$ cat config.mk
export PLATFORM = sky130hd
export DESIGN_NAME = pokey_timer_ctrl
export DESIGN_NICKNAME = d
export VERILOG_FILES = /design/src/rtl/pokey_pkg.sv /design/src/rtl/pokey_prescaler.sv /design/src/rtl/pokey_timer_ctrl.sv
export SDC_FILE = /design/constraint.sdc
export NUM_CORES = 1
export LEC_CHECK = 0
export ABC_AREA = 1
export CAP_MARGIN = 5
export CORE_ASPECT_RATIO = 0.6
export CORE_UTILIZATION = 51
export DETAILED_ROUTE_END_ITERATION = 7
export GPL_TIMING_DRIVEN = 0
export PLACE_DENSITY = 0.85
export SLEW_MARGIN = 20
export SYNTH_ARGS = -nofsm -noshare
export SYNTH_HDL_FRONTEND = slang
export SYNTH_SLANG_ARGS = --single-unit
export TNS_END_PERCENT = 20
$ cat constraint.sdc
create_clock -name clk -period 2.6 [get_ports clk]
set_input_delay 0.78 -clock clk [delete_from_list [all_inputs] [get_ports clk]]
set_output_delay 0.78 -clock clk [all_outputs]
set_load 0.1 [all_outputs]
$ cat src/rtl/pokey_pkg.sv
// pokey_pkg
// Shared definitions for the audio timer controller: register addresses,
// AUDCTL bit positions, default prescaler divisors and the AUDF write decode.
package pokey_pkg;

  localparam logic [3:0] ADDR_AUDF1  = 4'h0;
  localparam logic [3:0] ADDR_AUDF2  = 4'h2;
  localparam logic [3:0] ADDR_AUDF3  = 4'h4;
  localparam logic [3:0] ADDR_AUDF4  = 4'h6;
  localparam logic [3:0] ADDR_AUDCTL = 4'h8;
  localparam logic [3:0] ADDR_STIMER = 4'h9;

  // AUDCTL bit indices (bits 1, 2 and 7 are stored and exported only)
  localparam int AC_BASE15   = 0;  // base tick from the 15 kHz prescaler
  localparam int AC_LINK34   = 3;  // channel 4 clocked by channel 3 borrow
  localparam int AC_LINK12   = 4;  // channel 2 clocked by channel 1 borrow
  localparam int AC_CH3_FAST = 5;  // channel 3 counts every machine cycle
  localparam int AC_CH1_FAST = 6;  // channel 1 counts every machine cycle

  localparam int DIV64_DEFAULT = 28;
  localparam int DIV15_DEFAULT = 114;

  // One-hot chain select for an AUDF address, zero for anything else.
  function automatic logic [3:0] audf_wr_mask(input logic [3:0] a);
    logic [3:0] mask;
    mask = 4'h0;
    case (a)
      ADDR_AUDF1: mask = 4'b0001;
      ADDR_AUDF2: mask = 4'b0010;
      ADDR_AUDF3: mask = 4'b0100;
      ADDR_AUDF4: mask = 4'b1000;
      default:    mask = 4'h0;
    endcase
    return mask;
  endfunction

endpackage

$ cat src/rtl/pokey_prescaler.sv
// pokey_prescaler
// Two free-running machine-clock dividers producing the 64 kHz and 15 kHz
// base ticks. Each tick is registered and high for one cycle when its counter
// sits at terminal count. Only nRst restarts the dividers.
// Ports:
//   clk      in   machine clock, state changes on the falling edge
//   nRst     in   asynchronous active-low reset
//   o_tick64 out  one-cycle pulse every DIV64 cycles
//   o_tick15 out  one-cycle pulse every DIV15 cycles
module pokey_prescaler #(
  parameter int DIV64 = 28,
  parameter int DIV15 = 114
) (
  input  logic clk,
  input  logic nRst,
  output logic o_tick64,
  output logic o_tick15
);

  localparam int DIV_MAX = (DIV64 > DIV15) ? DIV64 : DIV15;
  localparam int CW      = $clog2(DIV_MAX);

  for (genvar gi = 0; gi < 2; gi++) begin : g_div
    localparam int DIV = (gi == 0) ? DIV64 : DIV15;

    logic [CW-1:0] r_cnt;
    logic          r_tick;
    logic          w_tc;

    assign w_tc = (r_cnt == CW'(DIV - 1));

    always_ff @(negedge clk or negedge nRst) begin
      if (!nRst) begin
        r_cnt  <= '0;
        r_tick <= 1'b0;
      end else begin
        r_cnt  <= w_tc ? '0 : r_cnt + 1'b1;
        r_tick <= w_tc;
      end
    end
  end

  assign o_tick64 = g_div[0].r_tick;
  assign o_tick15 = g_div[1].r_tick;

endmodule

$ cat src/rtl/pokey_timer_ctrl.sv
// pokey_timer_ctrl
// Register decode, count-enable selection, channel linking and
// reload-on-underflow for the four external 8-bit borrow-cell counter chains.
// Ports:
//   clk     in   machine clock; all state changes on the falling edge
//   nRst    in   asynchronous active-low reset
//   addr    in   register address (AUDF1..4 = 0,2,4,6; AUDCTL = 8; STIMER = 9)
//   din     in   write data
//   we      in   write strobe
//   bor     in   borrow-out of each chain's MSB cell
//   dout    out  registered AUDF data to the chains' D inputs
//   wr      out  per-chain one-cycle write strobe
//   ld      out  per-chain one-cycle reload strobe
//   cr      out  per-chain count enable into the LSB cell
//   tmr     out  per-channel one-cycle underflow pulse
//   audctl  out  current AUDCTL value
module pokey_timer_ctrl
  import pokey_pkg::*;
#(
  parameter int DIV64 = DIV64_DEFAULT,
  parameter int DIV15 = DIV15_DEFAULT
) (
  input  logic       clk,
  input  logic       nRst,
  input  logic [3:0] addr,
  input  logic [7:0] din,
  input  logic       we,
  input  logic [3:0] bor,
  output logic [7:0] dout,
  output logic [3:0] wr,
  output logic [3:0] ld,
  output logic [3:0] cr,
  output logic [3:0] tmr,
  output logic [7:0] audctl
);

  logic [7:0] r_dout;
  logic [3:0] r_wr;
  logic [3:0] r_ld;
  logic [3:0] r_tmr;
  logic [7:0] r_audctl;

  logic       w_tick64;
  logic       w_tick15;
  logic       w_base;
  logic       w_link12;
  logic       w_link34;
  logic [3:0] w_wr_mask;
  logic       w_audctl_we;
  logic       w_stimer_we;
  logic [3:0] w_tick;
  logic [3:0] w_reload;
  logic [3:0] w_pulse;

  pokey_prescaler #(
    .DIV64(DIV64),
    .DIV15(DIV15)
  ) u_prescaler (
    .clk      (clk),
    .nRst     (nRst),
    .o_tick64 (w_tick64),
    .o_tick15 (w_tick15)
  );

  assign w_wr_mask   = we ? audf_wr_mask(addr) : 4'h0;
  assign w_audctl_we = we && (addr == ADDR_AUDCTL);
  assign w_stimer_we = we && (addr == ADDR_STIMER);

  assign w_link12 = r_audctl[AC_LINK12];
  assign w_link34 = r_audctl[AC_LINK34];
  assign w_base   = r_audctl[AC_BASE15] ? w_tick15 : w_tick64;

  // Linked high channels count on the low channel's borrow, which makes
  // bor -> cr a deliberate combinational ripple through this block.
  assign w_tick[0] = r_audctl[AC_CH1_FAST] | w_base;
  assign w_tick[1] = w_link12 ? bor[0] : w_base;
  assign w_tick[2] = r_audctl[AC_CH3_FAST] | w_base;
  assign w_tick[3] = w_link34 ? bor[2] : w_base;

  // A linked low chain free-wraps on its own borrow and is reloaded only
  // together with its high partner; only the high channel raises tmr.
  assign w_reload = {bor[3], (w_link34 ? bor[3] : bor[2]),
                     bor[1], (w_link12 ? bor[1] : bor[0])};
  assign w_pulse  = {bor[3], bor[2] & ~w_link34,
                     bor[1], bor[0] & ~w_link12};

  // The reload cycle must not also decrement, so ld gates the count enable.
  for (genvar gi = 0; gi < 4; gi++) begin : g_cr
    assign cr[gi] = w_tick[gi] & ~r_ld[gi];
  end

  always_ff @(negedge clk or negedge nRst) begin
    if (!nRst) begin
      r_dout   <= 8'h00;
      r_wr     <= 4'h0;
      r_ld     <= 4'h0;
      r_tmr    <= 4'h0;
      r_audctl <= 8'h00;
    end else begin
      r_wr <= w_wr_mask;
      if (|w_wr_mask) begin
        r_dout <= din;
      end
      if (w_audctl_we) begin
        r_audctl <= din;
      end
      // STIMER and an underflow on the same edge merge into one ld.
      r_ld  <= w_reload | {4{w_stimer_we}};
      r_tmr <= w_pulse;
    end
  end

  assign dout   = r_dout;
  assign wr     = r_wr;
  assign ld     = r_ld;
  assign tmr    = r_tmr;
  assign audctl = r_audctl;

endmodule

==> results by group <==
Status
  • Outcome: finished, violations left
  • Failing checks: negative setup slack

STA
  • Final setup fails: 46
  • Fin Hold WS: around 0.45 ns
  • Clock skew: between 0.002 and 0.003 ns
  • Pins Over Slew Limit: 0
  • Fin worst setup slack: -0.9133 ns
  • Slew @ Worst Pin: around 0.27 ns
  • Final Hold Viols: 0
  • Unrepaired setup endpoints after global routing: true
  • Slew margin rel.: 81.77%

Power and ir drop
  • Leak pwr: ~1.5 nW
  • Total Power: 2.377 mW
  • PwrDens: 776.6 nW/µm²
  • Maximum VDD drop: 0.0006345 V

Run
  • Max cap viols: 0

Global route
  • Total track usage: 30.55%
  • Total gr overflow: 0
  • Largest net degree at the start of global routing: 35
  • Initial antenna violation count: 0
  • First-pass GRT wire length: between 8 and 9 mm
  • Vias in the first global route: ~1700

Drt
  • DRC viols: 0
  • Mean routed wirelength per cell: ~21 µm
  • Vias/cell: roughly 5.6
  • Starting DRT DRC Count: between 70 and 80
  • WL final: roughly 6.6 mm
  • DRT antenna net count: 0
  • Initial DRT Pass Iterations: 4
  • Vias: between 1500 and 2000

Floorplanning
  • Chip Height: 49.33 µm
  • Core Box Area: 3403 µm²
  • Row Count: 16
  • Die area: about 4000 µm²
  • Starting Density: 55.96%
  • # IOs: between 50 and 60
  • Die X: between 80 and 90 µm

Clock network
  • Clk Latency, worst-skew pair: about 0.30 ns
  • # H-tree levels: 2
  • CTS Buffer Depth: 2
  • Root buffer cell: clkbuf_8
  • Post-cts hold buffer count: 0
  • Num CTS Buffers: 5
  • CTS tree: yes
  • Clock Sinks: 44
  • CTS clk-pin slew, worst paths: 0.05 ns

Logic synthesis
  • Syn_nets: between 200 and 250
  • Yosys top cell area share: between 50% and 60%
  • Netlist cell types: 20
  • Synthesized cell area: about 1900 µm²
  • Cells after Synth: approximately 200
  • Ys Warns: 0
  • Seq/Total Area, Yosys: between 50% and 60%
  • Leading area contributor after synthesis: dfrtn_1
  • Yosys reg bits: between 40 and 50
  • Synthesized area per cell: just under 10 µm²
  • Synth area leaders: dfrtn_1 (58%), o21ai_2 (7.4%), nand2_1 (7.3%)

Place
  • Post-place setup slack: -1.510 ns
  • Routability Congestion: slightly below 0.8
  • HPWL after DPL: approximately 2.8 mm
  • Placed instance area: approximately 2500 µm²
  • Port Buffer Count: 50

Worst hold path
  • HP Start: u_prescaler.g_div[0].r_cnt[5]$_DFF_NN0_
  • Min-Delay Path Class: register to register

Worst setup path
  • CP Cell Sequence: o21ai_4, o21bai_4, clkinvlp_4, buf_12
  • Worst path max stage delay: between 0.5 and 0.6 ns
  • Critical path type: register to output pin
  • FF-to-FF Start: u_prescaler.g_div[0].r_cnt[0]$_DFF_NN0_
  • CP max FO: 4
  • Worst Setup End Kind: output pin
  • Critical Path Start: audctl[0]$_DFFE_NN0P_
  • CP required: 1.82 ns
  • Startpoint types: register
  • Critical path arrival: about 2.7 ns
  • CP max-delay cell: dfrtn_1

Final layout
  • Area Overhead vs Synth: 60.71%
  • Fin nets: approximately 290
  • Share of layout cells above drive strength 1: between 30% and 40%
  • # diodes: 0
  • Utilization after layout: 89.93%
  • Design area: around 3100 µm²
-- cells by family (layout without fill, tap and decap cells) --
kind of cell	after synthesis	after routing	synth area share, %
AO/OA/AOI/OAI	27	27	10.64
XOR/XNOR	4	4	1.840
adder cells (fa/ha/maj)	3	3	1.971
buffers and inverters	36	107	7.884
flip-flops	44	44	57.82
AND/OR/NAND/NOR	81	81	19.84
-- what timing repair did --
| action | in CTS | in global routing |
|---|---|---|
| resized for setup | 308 | 25 |
| endpoints found under the setup margin | 56 | 52 |
| setup buffers | 7 | 6 |
| gates cloned | 0 | 0 |
| pin swaps | 5 | 1 |
-- metrics by stage --
step           setup TNS [ns]  instances
2_1_floorplan          -18.60        195
3_3_place_gp          -117.22        290
3_5_place_dp           -49.32        291
4_1_cts                -16.54        306
5_1_grt                -19.28        311
6_report               -18.49        311
-- sequential cells by signal (all words and copies together), names as in the netlist --
register and cells:
dout 8, audctl 8, u_prescaler.g_div.r_cnt 14, ld 4
u_prescaler.o_tick64 1, u_prescaler.o_tick15 1, wr 4, tmr 4
-- cell type report --
class / count / area, µm²
sequential: 44 / 1101
timing repair buffer: 63 / 939.7
multi-input combinational: 115 / 698.2
fill: 115 / 342.8
inverter: 34 / 140.1
clock buffer: 8 / 90.09
tap: 45 / 56.30
buffer: 2 / 35.03
-- layer usage --
metal	GRT usage, %	part of all wire, %	routed length, µm
met3	9.159	7.3	484
met1	35.92	38	2502
met2	53.36	51	3355
met4	9.524	4.5	299
met5	0	0	0
-- final timing paths --
path | endpoint | depth (start not counted) | slack, ns
max in group asynchronous | wr[2]$_DFF_NN0_ | 2 | 0.57
setup / recovery | cr[0] | 4 | -0.91
setup reg to reg | u_prescaler.g_div[0].r_cnt[3]$_DFF_NN0_ | 6 | 1.00
hold reg to reg | u_prescaler.g_div[0].r_cnt[5]$_DFF_NN0_ | 1 | 0.45
min in group asynchronous | u_prescaler.g_div[0].r_cnt[5]$_DFF_NN0_ | 1 | 1.53
hold / removal | u_prescaler.g_div[0].r_cnt[5]$_DFF_NN0_ | 1 | 0.45
-- synth_stat cells, drive strengths merged --
master	instances
a21oi	5
buf	2
dfrtn	44
ha	3
inv	34
nand2	39
nand3	13
nand3b	2
nand4	3
nor2	24
o21ai	19
o21bai	3
xnor2	3
xor2	1
-- cells in the final DEF (no fill, tap or decap), types with 3 or more instances in the layout --
| cell type | instances |
|---|---|
| dlymetal6s2s_1 | 4 |
| clkdlybuf4s50_1 | 8 |
| nor2_1 | 20 |
| nand4_1 | 3 |
| xnor2_1 | 3 |
| inv_2 | 4 |
| nand3_1 | 11 |
| inv_1 | 26 |
| nand2_1 | 35 |
| ha_1 | 3 |
| clkbuf_8 | 6 |
| dfrtn_1 | 44 |
| buf_6 | 5 |
| nor2_2 | 3 |
| a21oi_1 | 3 |
| nand2_2 | 4 |
| buf_4 | 8 |
| buf_12 | 34 |
| o21ai_2 | 17 |
-- critical path, delay by kind of cell, from the launching register on --
family,cells,cell delay (ns)
flops,1,0.51
buf+inv,2,0.32
compound gates,2,0.29
-- where the power goes --
part	switching [mW]	internal (mW)	leakage, nW	total, mW
Clock	0.229	0.217	0.0455	0.446
Combinational	0.703	0.396	0.910	1.10
Sequential	0.0813	0.751	0.546	0.832
Note: power is estimated with default switching activity, not from simulation.
